===== src/rtl/cdf_divider.sv =====
// Iterative restoring divider for the histogram-equalization CDF path.
// One quotient bit per cycle; the result registers hold until the next completed division.
module cdf_divider #(
  parameter int WIDTH = 16
) (
  input  logic             clk,
  input  logic             reset,
  input  logic             enable,
  input  logic             sc_mem_rd_en,
  input  logic [WIDTH-1:0] sc_mem_rd_data1,
  input  logic [WIDTH-1:0] sc_mem_rd_data2,
  output logic             div_done,
  output logic [WIDTH-1:0] div_quotient,
  output logic [WIDTH-1:0] div_remainder,
  output logic             div_by_zero,
  output logic             div_busy
);

  localparam int CW = $clog2(WIDTH + 1);

  typedef enum logic [1:0] {
    IDLE,
    LOAD,
    DIVIDE,
    DONE
  } state_t;

  state_t           state;
  logic [WIDTH-1:0] q;
  logic [WIDTH-1:0] divisor;
  logic [WIDTH:0]   rem;
  logic [CW-1:0]    cnt;

  logic [WIDTH+1:0] shifted;
  logic [WIDTH+1:0] trial;
  logic             trial_ok;
  logic [WIDTH:0]   next_rem;
  logic [WIDTH-1:0] next_q;

  // Trial subtraction is one bit wider than the shifted remainder so its MSB acts as the sign.
  always_comb begin
    shifted  = {rem, q[WIDTH-1]};
    trial    = shifted - {2'b00, divisor};
    trial_ok = ~trial[WIDTH+1];
    next_rem = trial_ok ? trial[WIDTH:0] : shifted[WIDTH:0];
    next_q   = (q << 1) | WIDTH'(trial_ok);
  end

  always_ff @(posedge clk) begin
    if (reset) begin
      state         <= IDLE;
      q             <= '0;
      divisor       <= '0;
      rem           <= '0;
      cnt           <= '0;
      div_done      <= 1'b0;
      div_quotient  <= '0;
      div_remainder <= '0;
      div_by_zero   <= 1'b0;
      div_busy      <= 1'b0;
    end else begin
      div_done <= 1'b0;
      case (state)
        IDLE: begin
          if (enable && sc_mem_rd_en) begin
            state    <= LOAD;
            div_busy <= 1'b1;
          end
        end
        LOAD: begin
          if (!enable) begin
            state    <= IDLE;
            div_busy <= 1'b0;
          end else begin
            q       <= sc_mem_rd_data1;
            divisor <= sc_mem_rd_data2;
            rem     <= '0;
            cnt     <= '0;
            // A zero divisor skips the iteration and reports a saturated quotient.
            if (sc_mem_rd_data2 == '0) begin
              state         <= DONE;
              div_busy      <= 1'b0;
              div_done      <= 1'b1;
              div_quotient  <= '1;
              div_remainder <= sc_mem_rd_data1;
              div_by_zero   <= 1'b1;
            end else begin
              state <= DIVIDE;
            end
          end
        end
        DIVIDE: begin
          if (!enable) begin
            state    <= IDLE;
            div_busy <= 1'b0;
          end else begin
            rem <= next_rem;
            q   <= next_q;
            cnt <= cnt + 1'b1;
            if (cnt == CW'(WIDTH - 1)) begin
              state         <= DONE;
              div_busy      <= 1'b0;
              div_done      <= 1'b1;
              div_quotient  <= next_q;
              div_remainder <= next_rem[WIDTH-1:0];
              div_by_zero   <= 1'b0;
            end
          end
        end
        DONE: begin
          state <= IDLE;
        end
        default: begin
          state    <= IDLE;
          div_busy <= 1'b0;
        end
      endcase
    end
  end

endmodule


===== config.mk =====
export PLATFORM = sky130hd
export DESIGN_NAME = cdf_divider
export DESIGN_NICKNAME = d
export VERILOG_FILES = /design/src/rtl/cdf_divider.sv
export SDC_FILE = /design/constraint.sdc
export NUM_CORES = 1
export LEC_CHECK = 0
export BUFFER_PORTS_ARGS = -buffer_cell sky130_fd_sc_hd__buf_2
export CAP_MARGIN = 20
export CORE_AREA = 2 2 119 98
export CTS_CLUSTER_DIAMETER = 40
export DETAILED_ROUTE_END_ITERATION = 8
export DIE_AREA = 0 0 121 100
export PLACE_DENSITY = 0.65
export SETUP_SLACK_MARGIN = 0.02
export SLEW_MARGIN = 20
export SYNTH_ARGS = -nofsm -noshare
export SYNTH_HDL_FRONTEND = slang
export SYNTH_SLANG_ARGS = --single-unit

===== constraint.sdc =====
create_clock -name clk -period 2.7 [get_ports clk]
set_input_delay 0.27 -clock clk [delete_from_list [all_inputs] [get_ports clk]]
set_output_delay 0.27 -clock clk [all_outputs]
set_load 0.005 [all_outputs]

==> metrics.txt <==
DRT Pass-1 Iters=6; failing checks=negative setup slack; first-pass GRT wire length=22,200 um; Critical path buffers and inverters=3; Worst path max stage delay=0.42 ns; DR vias/cell=5.72; worst vdd ir=0.381 mV; Yosys reg bits=91; CTS H-tree depth=3; worst-margin pin slew=0.914 ns; # DRC=0; CP Launch Type=flop; CP top delay family=compound AO/OA/AOI/OAI gates; routed wire length=14,400 um; Syn-to-layout area delta=32.0%; Initial DRC Count=459; Rel. slew slack=39.1%; Metal-1 WL=6310 um; Clock transition at path regs=0.07 ns; vias in the first global route=4,548; Synth cell types=55; Max Cap Viol=0; drt wl/cell=17.2 um; Mapped Area=4760 sq um; Crit path required time=2.94 ns; Power Dens Cells=678 nW/um^2; Fin. Hold Viols=0; Hold-fix buffers, CTS=0; Syn. warnings=0; die span in x=121 um; Tmin final=2.75 ns; Final WS setup=-0.0531 ns; met2 wire len=6890 um; # diodes=0; status=complete, but fails checks; post-route insts no fill=838; Root Driver=clkbuf_16; clock skew=0.00779 ns; syn avg cell area=8.10 sq um; FP Rows=35; net count of the mapped netlist=647; # setup viols final=3; initial antenna violation count=0; hold slack=0.167 ns; Tcrit/Tclk final=102%; Die Ht=100 um; leak pwr=0.00242 uW; most frequent CP cell=inv_2; Initial Util=43.0%; total track usage=23.0%; dpl hpwl=9810 um; # IOs=71; Max Clk Rate=363 MHz; Cell Chain, Critical Path=inv_2 -> ha_4 -> inv_2 -> fa_2 -> a211oi_2 -> o31ai_2 -> o31ai_1 -> buf_4 -> a31oi_4 -> nor2_2 -> xnor2_1 -> or3_1 -> a22o_1; RSZ-0062 raised after global routing=yes; Post-DRT Antenna Nets=0; post-synth top area share=38.2%; top routing layer used=met4; Synth area leaders=dfxtp_1 38%, a21oi_1 6.4%, nand2_1 6.2%, ha_1 5.8%, a211oi_1 4.9%; Worst Hold Class=input port to flop; DR WL met3=867 um; CTS tree=built; Worst-Skew Late Latency=0.35 ns; cell count after synthesis=588; dpl ws=-0.111 ns; Worst Path Max Fanout=2; crit path DAT=3.00 ns; Setup CP Type=flop to flop; number of synthesized flops with an enable pin=0; vias=4,790; post-layout total power=4260 uW; clock buffer depth=2; die footprint=12,100 sq um; Num CTS Buffers=9; prevailing post-synth register cell=dfxtp_1; share of synthesized registers carrying an async set or reset=0%; nets@finish=744; Buffers on Ports=70; max-slew violations=0; layout cell share with drive strength beyond 1=29.7%; dpl cells=812; Core ar.=11,100 sq um; CP endpoint kind=flop; gr ovfl total=0; sequential element share of the synthesized area=38.2%; GP Congestion=0.930; cell taking the most area after synthesis=dfxtp_1; # clock sinks=91; pin count of the biggest net entering global routing=47; Critical-path top delay cell=fa_2
-- Yosys cell counts, types with 3 or more instances --
library cell  count
buf_1             8
clkbuf_1         26
a21boi_0          4
o21a_1            6
nor3_1            8
nand2_1          79
mux2i_1          22
nor4_1            5
nor2_1           45
a311oi_1          6
inv_1            28
and3_1            8
a31oi_1           9
nor2b_1           3
o21ai_1           3
or3_1             6
a211oi_1         31
and2_1            3
a21oi_1          61
o22ai_1           6
nand3_1          18
o31ai_1           7
a22oi_1           3
o21ai_0          29
dfxtp_1          91
ha_1             22
a211o_1           3
xor2_1            5
a21o_1            6
xnor2_1           7
-- power breakdown --
group / switching [uW] / internal (uW)
Combinational: 697 / 605
Clock: 561 / 911
Sequential: 57.7 / 1430
Total: 1320 / 2950
-- final timing paths --
path                                       from                             end  slack (ns)  depth (start not counted)
setup / recovery             q[15]$_SDFFE_PP0P_  div_remainder[14]$_SDFFE_PP0P_       -0.05                         13
hold / removal               sc_mem_rd_data2[6]         divisor[6]$_SDFFE_PP0P_        0.17                          3
setup reg to reg             q[15]$_SDFFE_PP0P_  div_remainder[14]$_SDFFE_PP0P_       -0.05                         13
hold reg to reg   div_quotient[15]$_SDFFE_PP0P_   div_quotient[15]$_SDFFE_PP0P_        0.45                          2
-- cell usage in the layout, fill, tap and decap left out, types with 5 or more instances in the layout --
cell type / n
a211oi_1: 24
o31ai_1: 5
a21o_1: 6
mux2i_1: 16
buf_4: 46
dfxtp_1: 84
xor2_1: 5
o22ai_1: 6
ha_1: 15
o21a_1: 6
o21ai_0: 28
a21oi_1: 57
ha_4: 6
nor4_1: 5
nor2_1: 44
clkbuf_16: 9
nand3_1: 18
or3_1: 6
and3_1: 8
nand2_1: 79
a211oi_2: 6
buf_2: 70
a311oi_1: 5
nor3_1: 6
dfxtp_2: 7
inv_1: 24
xnor2_1: 5
a31oi_1: 8
-- worst reg2reg max path: stages (launching register included) --
cell and delay, ns:
dfxtp_2 0.33, inv_2 0.08, ha_4 0.15, inv_2 0.04, fa_2 0.42, a211oi_2 0.27, o31ai_2 0.10, o31ai_1 0.23
buf_4 0.17, a31oi_4 0.08, nor2_2 0.13, xnor2_1 0.09, or3_1 0.38, a22o_1 0.19
-- cell families (layout without fill, tap and decap cells) --
group                      count (synthesis)  in the layout  synth area share [%]
AOI/OAI and AO/OA                        189            189                  25.5
xor gates and xnor gates                  12             12                  2.21
adders and majority gates                 23             23                  6.20
buffers and inverters                     65            167                  5.46
DFF                                       91             91                  38.2
muxes                                     23             23                  4.86
and+or+nand+nor                          185            185                  17.5
-- per-layer routing --
layer	vias to the layer above	GRT usage [%]
li1	2310	-
met1	2288	30.0
met2	164	37.8
met3	28	4.72
met4	0	8.14
met5	-	0
-- through the flow --
stage	TNS [ns]	utilization, %	instance area [sq um]
6_report	-0.0623	56.8	6290
5_1_grt	-1.04	56.8	6290
4_1_cts	0	53.2	5890
3_5_place_dp	-1.21	49.6	5500
3_3_place_gp	-0.00798	49.6	5500
2_1_floorplan	0	-	4760
-- flip-flops by register name, summed over array words and instances, names as in the netlist, 2 cells and up --
name	flops
cnt	5
divisor	16
div_remainder	16
rem	17
state	2
q	16
div_quotient	16
-- layout make-up --
class                   instances  area, sq um
clock buffers                   9          225
clock inverters                 7          121
fillers                       993         4790
inverters                      28          105
multi-input cells             432         3030
flip-flops and latches         91         1830
well taps                     148          185
repair buffers                123          796
-- repair_timing --
| item | CTS | global route |
|---|---|---|
| pin swaps | 5 | 41 |
| endpoints found under the setup margin | 34 | 34 |
| setup buffers | 1 | 9 |
| gates resized for setup | 9 | 71 |
(Power assumes the default switching activity.)
